<file path="src/rtl/mem_access_unit.sv">
`default_nettype none
// ============================================================================
//  Module   : mem_access_unit
//  Function : Load/store front end for a 2^ADDR_W-byte big-endian data memory.
//             Byte/half/word loads with zero or sign extension; byte/half
//             stores are read-modify-write because the memory writes only
//             full 32-bit words.
//  Option   : MEM_ACCESS_ALIGN_CHECK_EN - when defined, misaligned half/word
//             requests are errored; otherwise the low address bits are
//             forced to alignment and the access proceeds.
//  Revision : 1.0 - initial release
// ============================================================================
module mem_access_unit #(
  parameter int unsigned ADDR_W    = 8,
  parameter logic [31:0] BASE_ADDR = 32'h0000_0000
) (
  input  logic              clk,
  input  logic              rst_n,
  input  logic              req_valid,
  output logic              req_ready,
  input  logic              req_write,
  input  logic [1:0]        req_size,
  input  logic              req_signed,
  input  logic [31:0]       req_addr,
  input  logic [31:0]       req_wdata,
  output logic              resp_valid,
  output logic [31:0]       resp_rdata,
  output logic              resp_err,
  output logic              mem_we,
  output logic [ADDR_W-1:0] mem_addr,
  output logic [31:0]       mem_wdata,
  input  logic [31:0]       mem_rdata
);

  localparam logic [2:0] S_IDLE   = 3'd0;
  localparam logic [2:0] S_READ   = 3'd1;
  localparam logic [2:0] S_RMW_RD = 3'd2;
  localparam logic [2:0] S_WRITE  = 3'd3;
  localparam logic [2:0] S_RESP   = 3'd4;

  localparam logic [1:0] SZ_BYTE  = 2'b00;
  localparam logic [1:0] SZ_HALF  = 2'b01;
  localparam logic [1:0] SZ_WORD  = 2'b10;
  localparam logic [1:0] SZ_RSVD  = 2'b11;

  logic [2:0]        state_q,  state_d;
  logic              write_q,  write_d;
  logic [1:0]        size_q,   size_d;
  logic              signed_q, signed_d;
  logic [1:0]        off_q,    off_d;
  logic [ADDR_W-3:0] widx_q,   widx_d;
  logic [31:0]       wdata_q,  wdata_d;
  logic [31:0]       merged_q, merged_d;
  logic [31:0]       rdata_q,  rdata_d;
  logic              err_q,    err_d;

  logic              accept;
  logic              err_range;
  logic              err_size;
  logic              err_align;
  logic [1:0]        acc_off;
  logic [7:0]        lane8;
  logic [15:0]       lane16;
  logic [31:0]       ext_data;
  logic [31:0]       merge_data;

  assign accept    = req_valid && (state_q == S_IDLE);
  assign err_range = (req_addr[31:ADDR_W] != BASE_ADDR[31:ADDR_W]);
  assign err_size  = (req_size == SZ_RSVD);

`ifdef MEM_ACCESS_ALIGN_CHECK_EN
  assign err_align = ((req_size == SZ_HALF) && req_addr[0]) ||
                     ((req_size == SZ_WORD) && (req_addr[1:0] != 2'b00));
  assign acc_off   = req_addr[1:0];
`else
  // Without alignment checking, misaligned low bits are simply dropped.
  assign err_align = 1'b0;
  assign acc_off   = (req_size == SZ_WORD) ? 2'b00 :
                     (req_size == SZ_HALF) ? {req_addr[1], 1'b0} :
                                             req_addr[1:0];
`endif

  // Big-endian lane extraction, load extension and store-lane merge
  always_comb begin
    case (off_q)
      2'd0:    lane8 = mem_rdata[31:24];
      2'd1:    lane8 = mem_rdata[23:16];
      2'd2:    lane8 = mem_rdata[15:8];
      default: lane8 = mem_rdata[7:0];
    endcase
    lane16 = off_q[1] ? mem_rdata[15:0] : mem_rdata[31:16];

    case (size_q)
      SZ_BYTE: ext_data = {{24{signed_q & lane8[7]}}, lane8};
      SZ_HALF: ext_data = {{16{signed_q & lane16[15]}}, lane16};
      default: ext_data = mem_rdata;
    endcase

    merge_data = mem_rdata;
    if (size_q == SZ_HALF) begin
      if (off_q[1]) merge_data[15:0]  = wdata_q[15:0];
      else          merge_data[31:16] = wdata_q[15:0];
    end else begin
      case (off_q)
        2'd0:    merge_data[31:24] = wdata_q[7:0];
        2'd1:    merge_data[23:16] = wdata_q[7:0];
        2'd2:    merge_data[15:8]  = wdata_q[7:0];
        default: merge_data[7:0]   = wdata_q[7:0];
      endcase
    end
  end

  // Next-state and capture logic for the request sequencer
  always_comb begin
    state_d  = state_q;
    write_d  = write_q;
    size_d   = size_q;
    signed_d = signed_q;
    off_d    = off_q;
    widx_d   = widx_q;
    wdata_d  = wdata_q;
    merged_d = merged_q;
    rdata_d  = rdata_q;
    err_d    = err_q;

    case (state_q)
      S_IDLE: begin
        if (accept) begin
          write_d  = req_write;
          size_d   = req_size;
          signed_d = req_signed;
          off_d    = acc_off;
          widx_d   = req_addr[ADDR_W-1:2];
          wdata_d  = req_wdata;
          rdata_d  = 32'h0;
          err_d    = err_range || err_size || err_align;
          if (err_range || err_size || err_align) state_d = S_RESP;
          else if (!req_write)                    state_d = S_READ;
          else if (req_size == SZ_WORD)           state_d = S_WRITE;
          else                                    state_d = S_RMW_RD;
        end
      end
      S_READ: begin
        rdata_d = ext_data;
        state_d = S_RESP;
      end
      S_RMW_RD: begin
        merged_d = merge_data;
        state_d  = S_WRITE;
      end
      S_WRITE: state_d = S_RESP;
      S_RESP:  state_d = S_IDLE;
      default: state_d = S_IDLE;
    endcase
  end

  // State registers; async reset kills any in-flight write immediately
  always_ff @(posedge clk or negedge rst_n) begin
    if (!rst_n) begin
      state_q  <= S_IDLE;
      write_q  <= 1'b0;
      size_q   <= 2'b00;
      signed_q <= 1'b0;
      off_q    <= 2'b00;
      widx_q   <= '0;
      wdata_q  <= 32'h0;
      merged_q <= 32'h0;
      rdata_q  <= 32'h0;
      err_q    <= 1'b0;
    end else begin
      state_q  <= state_d;
      write_q  <= write_d;
      size_q   <= size_d;
      signed_q <= signed_d;
      off_q    <= off_d;
      widx_q   <= widx_d;
      wdata_q  <= wdata_d;
      merged_q <= merged_d;
      rdata_q  <= rdata_d;
      err_q    <= err_d;
    end
  end

  // Outputs decoded from state so they are clean from reset
  always_comb begin
    req_ready  = (state_q == S_IDLE);
    resp_valid = (state_q == S_RESP);
    resp_err   = (state_q == S_RESP) && err_q;
    resp_rdata = (state_q == S_RESP) ? rdata_q : 32'h0;
    mem_we     = (state_q == S_WRITE) && write_q;
    mem_addr   = (state_q == S_IDLE) ? '0 : {widx_q, 2'b00};
    mem_wdata  = (state_q != S_WRITE) ? 32'h0 :
                 (size_q == SZ_WORD)  ? wdata_q : merged_q;
  end

endmodule
`default_nettype wire

</file>
<file path="config.mk">
export PLATFORM = sky130hd
export DESIGN_NAME = mem_access_unit
export DESIGN_NICKNAME = d
export VERILOG_FILES = /design/src/rtl/mem_access_unit.sv
export SDC_FILE = /design/constraint.sdc
export NUM_CORES = 1
export LEC_CHECK = 0
export BUFFER_PORTS_ARGS = -buffer_cell sky130_fd_sc_hd__buf_2
export CORE_MARGIN = 2
export CORE_UTILIZATION = 40
export CTS_CLUSTER_SIZE = 20
export DETAILED_ROUTE_END_ITERATION = 6
export HOLD_SLACK_MARGIN = 0.06
export SYNTH_ARGS = -nofsm -noshare
export SYNTH_HDL_FRONTEND = slang
export SYNTH_SLANG_ARGS = --single-unit
</file>
<file path="constraint.sdc">
create_clock -name clk -period 4.6 [get_ports clk]
set_input_delay 0.92 -clock clk [delete_from_list [all_inputs] [get_ports clk]]
set_output_delay 0.92 -clock clk [all_outputs]
set_load 0.1 [all_outputs]
</file>
==> results of run 1 <==
## placed cells by master, fill, tap and decap left out, drive strengths merged, types with 2 or more instances in the layout
master	synthesis	routed
nand4	2	2
buf	20	186
and2	36	36
mux2i	28	28
nor2b	7	7
a221o	16	16
clkinv	1	6
o22ai	2	2
clkbuf	31	10
or3	7	7
conb	1	2
a221oi	14	14
a31o	2	2
nor2	11	11
inv	10	10
nor3	2	2
o2bb2ai	16	16
or3b	2	2
nor4	6	6
a21oi	43	43
mux2	14	14
nand2b	5	5
or2	9	9
nand2	234	234
nand3	2	2
o21ai	61	61
dfrtp	112	112
## sequential cells by signal, indices dropped and copies added, names as in the netlist
signal / cells
err_q: 1
merged_q: 32
off_q: 2
rdata_q: 32
signed_q: 1
size_q: 2
state_q: 3
wdata_q: 32
widx_q: 6
write_q: 1
## logic make-up (layout without fill, tap and decap cells)
family                 after synthesis  after routing  synth area share
and+or+nand+nor                    325            325             0.240
AOI/OAI and AO/OA                  159            159             0.174
DFF                                112            112             0.464
buffers and inverters               62            213            0.0479
muxes                               42             42            0.0725
other                                1              2          0.000621
## layer usage
layer / global-route usage / vias to the layer above / wire (microns) / part of all wire
li1: - / 2677 / - / -
met1: 0.326 / 2656 / 8450 / 0.46
met2: 0.355 / 170 / 8520 / 0.46
met3: 0.0358 / 27 / 985 / 0.054
met4: 0.0782 / 0 / 389 / 0.021
met5: 0 / - / 0 / 0
## worst paths after layout
path	start	to
worst max-delay path	size_q[1]$_DFFE_PN0P_	mem_wdata[24]
worst min-delay path	widx_q[3]$_DFFE_PN0P_	widx_q[3]$_DFFE_PN0P_
worst max register to register	off_q[1]$_DFFE_PN0P_	merged_q[21]$_DFFE_PN0P_
worst min register to register	widx_q[3]$_DFFE_PN0P_	widx_q[3]$_DFFE_PN0P_
max in group asynchronous	rst_n	size_q[1]$_DFFE_PN0P_
min in group asynchronous	rst_n	wdata_q[14]$_DFFE_PN0P_
## critical path, stage by stage (launching register included)
cell and delay (ns):
dfrtp_1 0.72, inv_2 0.21, nor2_2 0.12, buf_4 0.33
nand2_1 0.09, a21oi_1 0.17, buf_2 0.47
## metrics by stage
step,utilization,total power [W],setup slack (ns)
2_1_floorplan,-,0.00144,0.881
3_3_place_gp,0.477,0.00161,1.64
3_5_place_dp,0.477,0.00162,1.60
4_1_cts,0.498,0.00241,1.22
5_1_grt,0.498,0.00251,0.980
6_report,0.498,0.00239,1.19
## Yosys cell counts (12+ instances only)
cell,count,share of area
a21oi_1,41,0.034
a221o_1,16,0.027
a221oi_1,14,0.020
and2_1,36,0.037
buf_2,12,0.0099
clkbuf_1,31,0.019
dfrtp_1,112,0.46
mux2_2,14,0.026
mux2i_1,28,0.046
nand2_1,234,0.15
o21ai_0,54,0.045
o2bb2ai_1,16,0.023
## power by group
| part | internal (W) | total [W] | switching [W] |
|---|---|---|---|
| Combinational | 0.000178 | 0.000487 | 0.000309 |
| Clock | 0.000435 | 0.000796 | 0.000361 |
| Sequential | 0.00104 | 0.00111 | 0.0000768 |
| Total | 0.00165 | 0.00239 | 0.000747 |
## final cells by class
class / count / area [sq um] / share of cell area
clock inverter: 6 / 58.8 / 0.00807
inverter: 11 / 41.3 / 0.00567
clock buffer: 10 / 239 / 0.0328
multi-input combinational: 528 / 2960 / 0.406
tap: 184 / 230 / 0.0316
timing repair buffer: 186 / 958 / 0.132
sequential: 112 / 2800 / 0.385
==> impl_metrics.toml, run 1 <==
[clock_tree]
cts_setup_buffers = 0
root_buffer = "clkbuf_16"
cts_resized = 0
path_clk_slew_ns = 0.07
cts_tree = "yes"
htreeDepth = 3
cts_buffers = 9
clock_path_buffers = 2
hold_buffers = 0
insertion_delay_ns = 0.35
cts_sinks = 112

[timing]
hold_viol = 0
holdWs_ns = 0.476
worst_pin_slew_ns = 1.03
setup_viol = 0
slew_headroom = 0.312
fin_crit_sh = 0.741
rsz0062_at_grt = "no"
drv_slew = 0
skew_ns = 0.00721
setup_tns_ns = 0
fin_crit_ns = 3.41
max_freq_ghz = 0.293

[final_layout]
syn_to_final_growth_pct = 20.7
diodes = 0
final_area_sq_um = 7290
final.fill_count = 1415
layout-drive-gt1-share = 0.281
nets = 951
final-instance-count-excl-fill = 1037

[floorplanning]
die_w_microns = 127
core_area_sq_um = 14600
pin_count = 179
initial_core_util = 0.412
die_y_microns = 127
rows = 44
dieArea_sq_um = 16100

[global_routing]
grt_max_degree = 65
antenna_found_initial = 0
grt_pass1_wl_mm = 29.1
track_usage = 0.228
first_global_vias = 5482
overflow = 0

[logic_synthesis]
yosysSeqAreaShare = 0.464
synth_edf_count = 0
ys.flop_type = "dfrtp_1"
synthDistinctLibCells = 47
yosys_warnings = 0
synthesis.instances = 701
async_reset_ff_frac = 1.00
synth_seq_cells = 112
synthesis.area_sq_um = 6040
syn_area_per_cell_sq_um = 8.61

[critical_path]
crit_path_end_kind = "output pin"
cp_data_required_time_ns = 3.68
worstPathArrival_ns = 2.49
reg2reg_slack_ns = 1.78
r2r_cells = 4
path_class = "register to output pin"
crit_path_max_fanout = 32
crit_path_start_kind = "register"

[placed_design]
io_buffers = 176
place.gp.congestion = 0.856
dp.cells = 1021
dp_hpwl_mm = 13.8
postPlaceCellArea_sq_um = 6990

[power]
powerDensity_nw_per_um2 = 329
leakagePower_nw = 4.00
ir_drop_v = 0.000178

[routing]
routedWlPerCell_microns = 17.7
routed_wl_mm = 18.3
vias = 5530
via_per_inst = 5.33
drt_iter0_drc = 340
ant_nets = 0
drt-pass1-iter-count = 4
drc_errors = 0

[min_path]
holdCritPathClass = "register to register"
hold-path-cell-count = 2

[run_status]
outcome = "complete, no violations"

[flow_run]
maxCapViolCount = 0
Power figures use the tool's default switching activity.
==> run 2: changes to the inputs <==
--- a/config.mk
+++ b/config.mk
@@ -5,12 +5,14 @@
 export SDC_FILE = /design/constraint.sdc
 export NUM_CORES = 1
 export LEC_CHECK = 0
+export ABC_AREA = 1
 export BUFFER_PORTS_ARGS = -buffer_cell sky130_fd_sc_hd__buf_2
 export CORE_MARGIN = 2
 export CORE_UTILIZATION = 40
 export CTS_CLUSTER_SIZE = 20
 export DETAILED_ROUTE_END_ITERATION = 6
 export HOLD_SLACK_MARGIN = 0.06
+export PLACE_DENSITY = 0.66
 export SYNTH_ARGS = -nofsm -noshare
 export SYNTH_HDL_FRONTEND = slang
 export SYNTH_SLANG_ARGS = --single-unit
==> constraint.sdc (replaced) <==
create_clock -name clk -period 3.1 [get_ports clk]
set_input_delay 0.62 -clock clk [delete_from_list [all_inputs] [get_ports clk]]
set_output_delay 0.62 -clock clk [all_outputs]
set_load 0.1 [all_outputs]
==> impl_metrics.toml, run 2 <==
[timing]
layout_setup_ws_ns = 0.0966
max_freq_ghz = 0.333
fin_crit_sh = 0.969
holdWs_ns = 0.148
skew_ns = 0.00715
slew_headroom = 0.298
setup_tns_ns = 0
drv_slew = 0
worst_pin_slew_ns = 1.05
hold_viol = 0
fin_crit_ns = 3.00
setup_viol = 0
rsz0062_at_grt = "no"

[power]
powerDensity_nw_per_um2 = 745
total_power_w = 0.00650
leakagePower_nw = 4.32
ir_drop_v = 0.000695

[logic_synthesis]
synth_most_common_cell = "nand2_1"
synthesis.instances = 975
synth.area.top_cells = "dfrtp_1, nand2_1, nor2_1"
yosys_warnings = 0
synth_common_cells = "nand2_1, nor2_1, dfrtp_1"
async_reset_ff_frac = 1.00
synthesis.area_sq_um = 6600
syn_area_per_cell_sq_um = 6.77
yosys.area.top_type = "dfrtp_1"
synthDominantCellAreaShare = 0.425
synthDistinctLibCells = 27
ys.flop_type = "dfrtp_1"
synth_seq_cells = 112
yosysSeqAreaShare = 0.425
synth_edf_count = 0

[routing]
routedWlPerCell_microns = 16.1
drt-pass1-iter-count = 6
drt_iter0_drc = 729
routed_wl_mm = 21.7
via_per_inst = 5.17
drc_errors = 0
vias = 6949
ant_nets = 0

[clock_tree]
htreeDepth = 3
root_buffer = "clkbuf_16"
cts_buffers = 9
path_clk_slew_ns = 0.08
hold_buffers = 0
cts_sinks = 112
insertion_delay_ns = 0.36
cts_resized = 0
clock_path_buffers = 2
cts_setup_buffers = 0
cts_tree = "yes"

[floorplanning]
initial_core_util = 0.412
die_w_microns = 132
pin_count = 179
dieArea_sq_um = 17500
core_area_sq_um = 16000
rows = 46
die_y_microns = 132

[min_path]
holdCritPathClass = "primary input to async pin"

[critical_path]
cp_data_required_time_ns = 2.48
cpPeakStageDelay_ns = 0.52
path_cells = "nand3_2 -> buf_12 -> a211oi_1 -> buf_12"
path_class = "register to output pin"
crit_path_end_kind = "output pin"
worstPathArrival_ns = 2.38
r2r-start = "state_q[0]$_DFFE_PN0P_"
crit_path_max_fanout = 20
reg2reg_slack_ns = 0.67
r2r_end = "merged_q[30]$_DFFE_PN0P_"
cpMaxStageDelayCell = "dfrtp_1"
r2r_cells = 6
path_common_cell = "buf_12"
crit_path_start_kind = "register"

[final_layout]
layout-drive-gt1-share = 0.253
final_common_cell = "nand2_1"
nets = 1224
syn_to_final_growth_pct = 32.2
final.fill_count = 1634
reg.largest.list = "merged_q x32, rdata_q x32, wdata_q x32"
final_cell_mix = "nand2_1, buf_2, dfrtp_1, nor2_1, inv_1"

[global_routing]
track_usage = 0.247
antenna_found_initial = 2
grt_pass1_wl_mm = 34.2
grt_max_degree = 57
overflow = 0
first_global_vias = 6385

[placed_design]
dp_hpwl_mm = 15.9
io_buffers = 176
dp_slack_ns = 0.516
place.gp.congestion = 0.914

[flow_run]
maxCapViolCount = 0

[run_status]
outcome = "complete, no violations"
[run 2: cell types whose count changed after synthesis, moves of 17 or more]
| cell | delta |
|---|---|
| and2_1 | -36 |
| inv_1 | +85 |
| nand3_1 | +41 |
| o21ai_0 | +29 |
| nor2_1 | +134 |
| nand2_1 | +75 |
| mux2i_1 | -28 |
| o211ai_1 | +17 |
| a211oi_1 | +27 |
[run 2: layer usage]
layer | global-route usage | vias to the layer above | wire length, microns
met4 | 0.0789 | 0 | 478
met5 | 0 | - | 0
met3 | 0.0502 | 34 | 1830
met2 | 0.391 | 323 | 10000
li1 | - | 3383 | -
met1 | 0.340 | 3209 | 9300
[run 2: cell families after synthesis]
| logic type | count (synthesis) | share of synthesized area |
|---|---|---|
| other | 1 | 0.000568 |
| flip-flops | 112 | 0.425 |
| AND/OR/NAND/NOR | 507 | 0.306 |
| AO/OA/AOI/OAI | 194 | 0.168 |
| buffers and inverters | 161 | 0.100 |
[run 2: final cells by class]
type	instances	area [sq um]	share of cell area
Timing Repair Buffer	192	1460	0.168
Antenna cell	2	5.00	0.000574
Sequential cell	112	2800	0.321
Inverter	103	387	0.0443
Multi-Input combinational cell	703	3500	0.402
Tap cell	216	270	0.0310
Clock buffer	9	225	0.0258
Clock inverter	6	67.6	0.00775
[run 2: worst max path at each step]
stage	start	endpoint	slack, ns	cells after the start
3_3_place_gp	state_q[1]$_DFFE_PN0P_	mem_wdata[24]	0.60	4
3_5_place_dp	state_q[1]$_DFFE_PN0P_	mem_wdata[31]	0.52	4
5_1_grt	state_q[1]$_DFFE_PN0P_	mem_wdata[31]	0.01	4
6_report	state_q[1]$_DFFE_PN0P_	mem_wdata[31]	0.1	4
2_1_floorplan	size_q[1]$_DFFE_PN0P_	mem_wdata[24]	-0.79	7
4_1_cts	state_q[1]$_DFFE_PN0P_	mem_wdata[31]	0.11	4
[run 2: critical path, delay by kind of cell, from the launching register on]
kind,cells,cell delay (ns)
flip-flops,1,0.52
AO/OA/AOI/OAI,1,0.39
AND/OR/NAND/NOR,1,0.50
buffers and inverters,2,0.59
[run 2: stage by stage]
step | instances | cell area, sq um | util
3_5_place_dp | 1326 | 8420 | 0.527
2_1_floorplan | 976 | 6970 | -
6_report | 1343 | 8720 | 0.545
5_1_grt | 1341 | 8720 | 0.545
3_3_place_gp | 1326 | 8420 | 0.527
4_1_cts | 1341 | 8720 | 0.545
[run 2: power by group]
group          leakage, nW  internal [W]  switching (W)
registers             1.35       0.00179       0.000253
logic                 2.82      0.000816        0.00244
clock network        0.144      0.000630       0.000571
total                 4.32       0.00324        0.00326
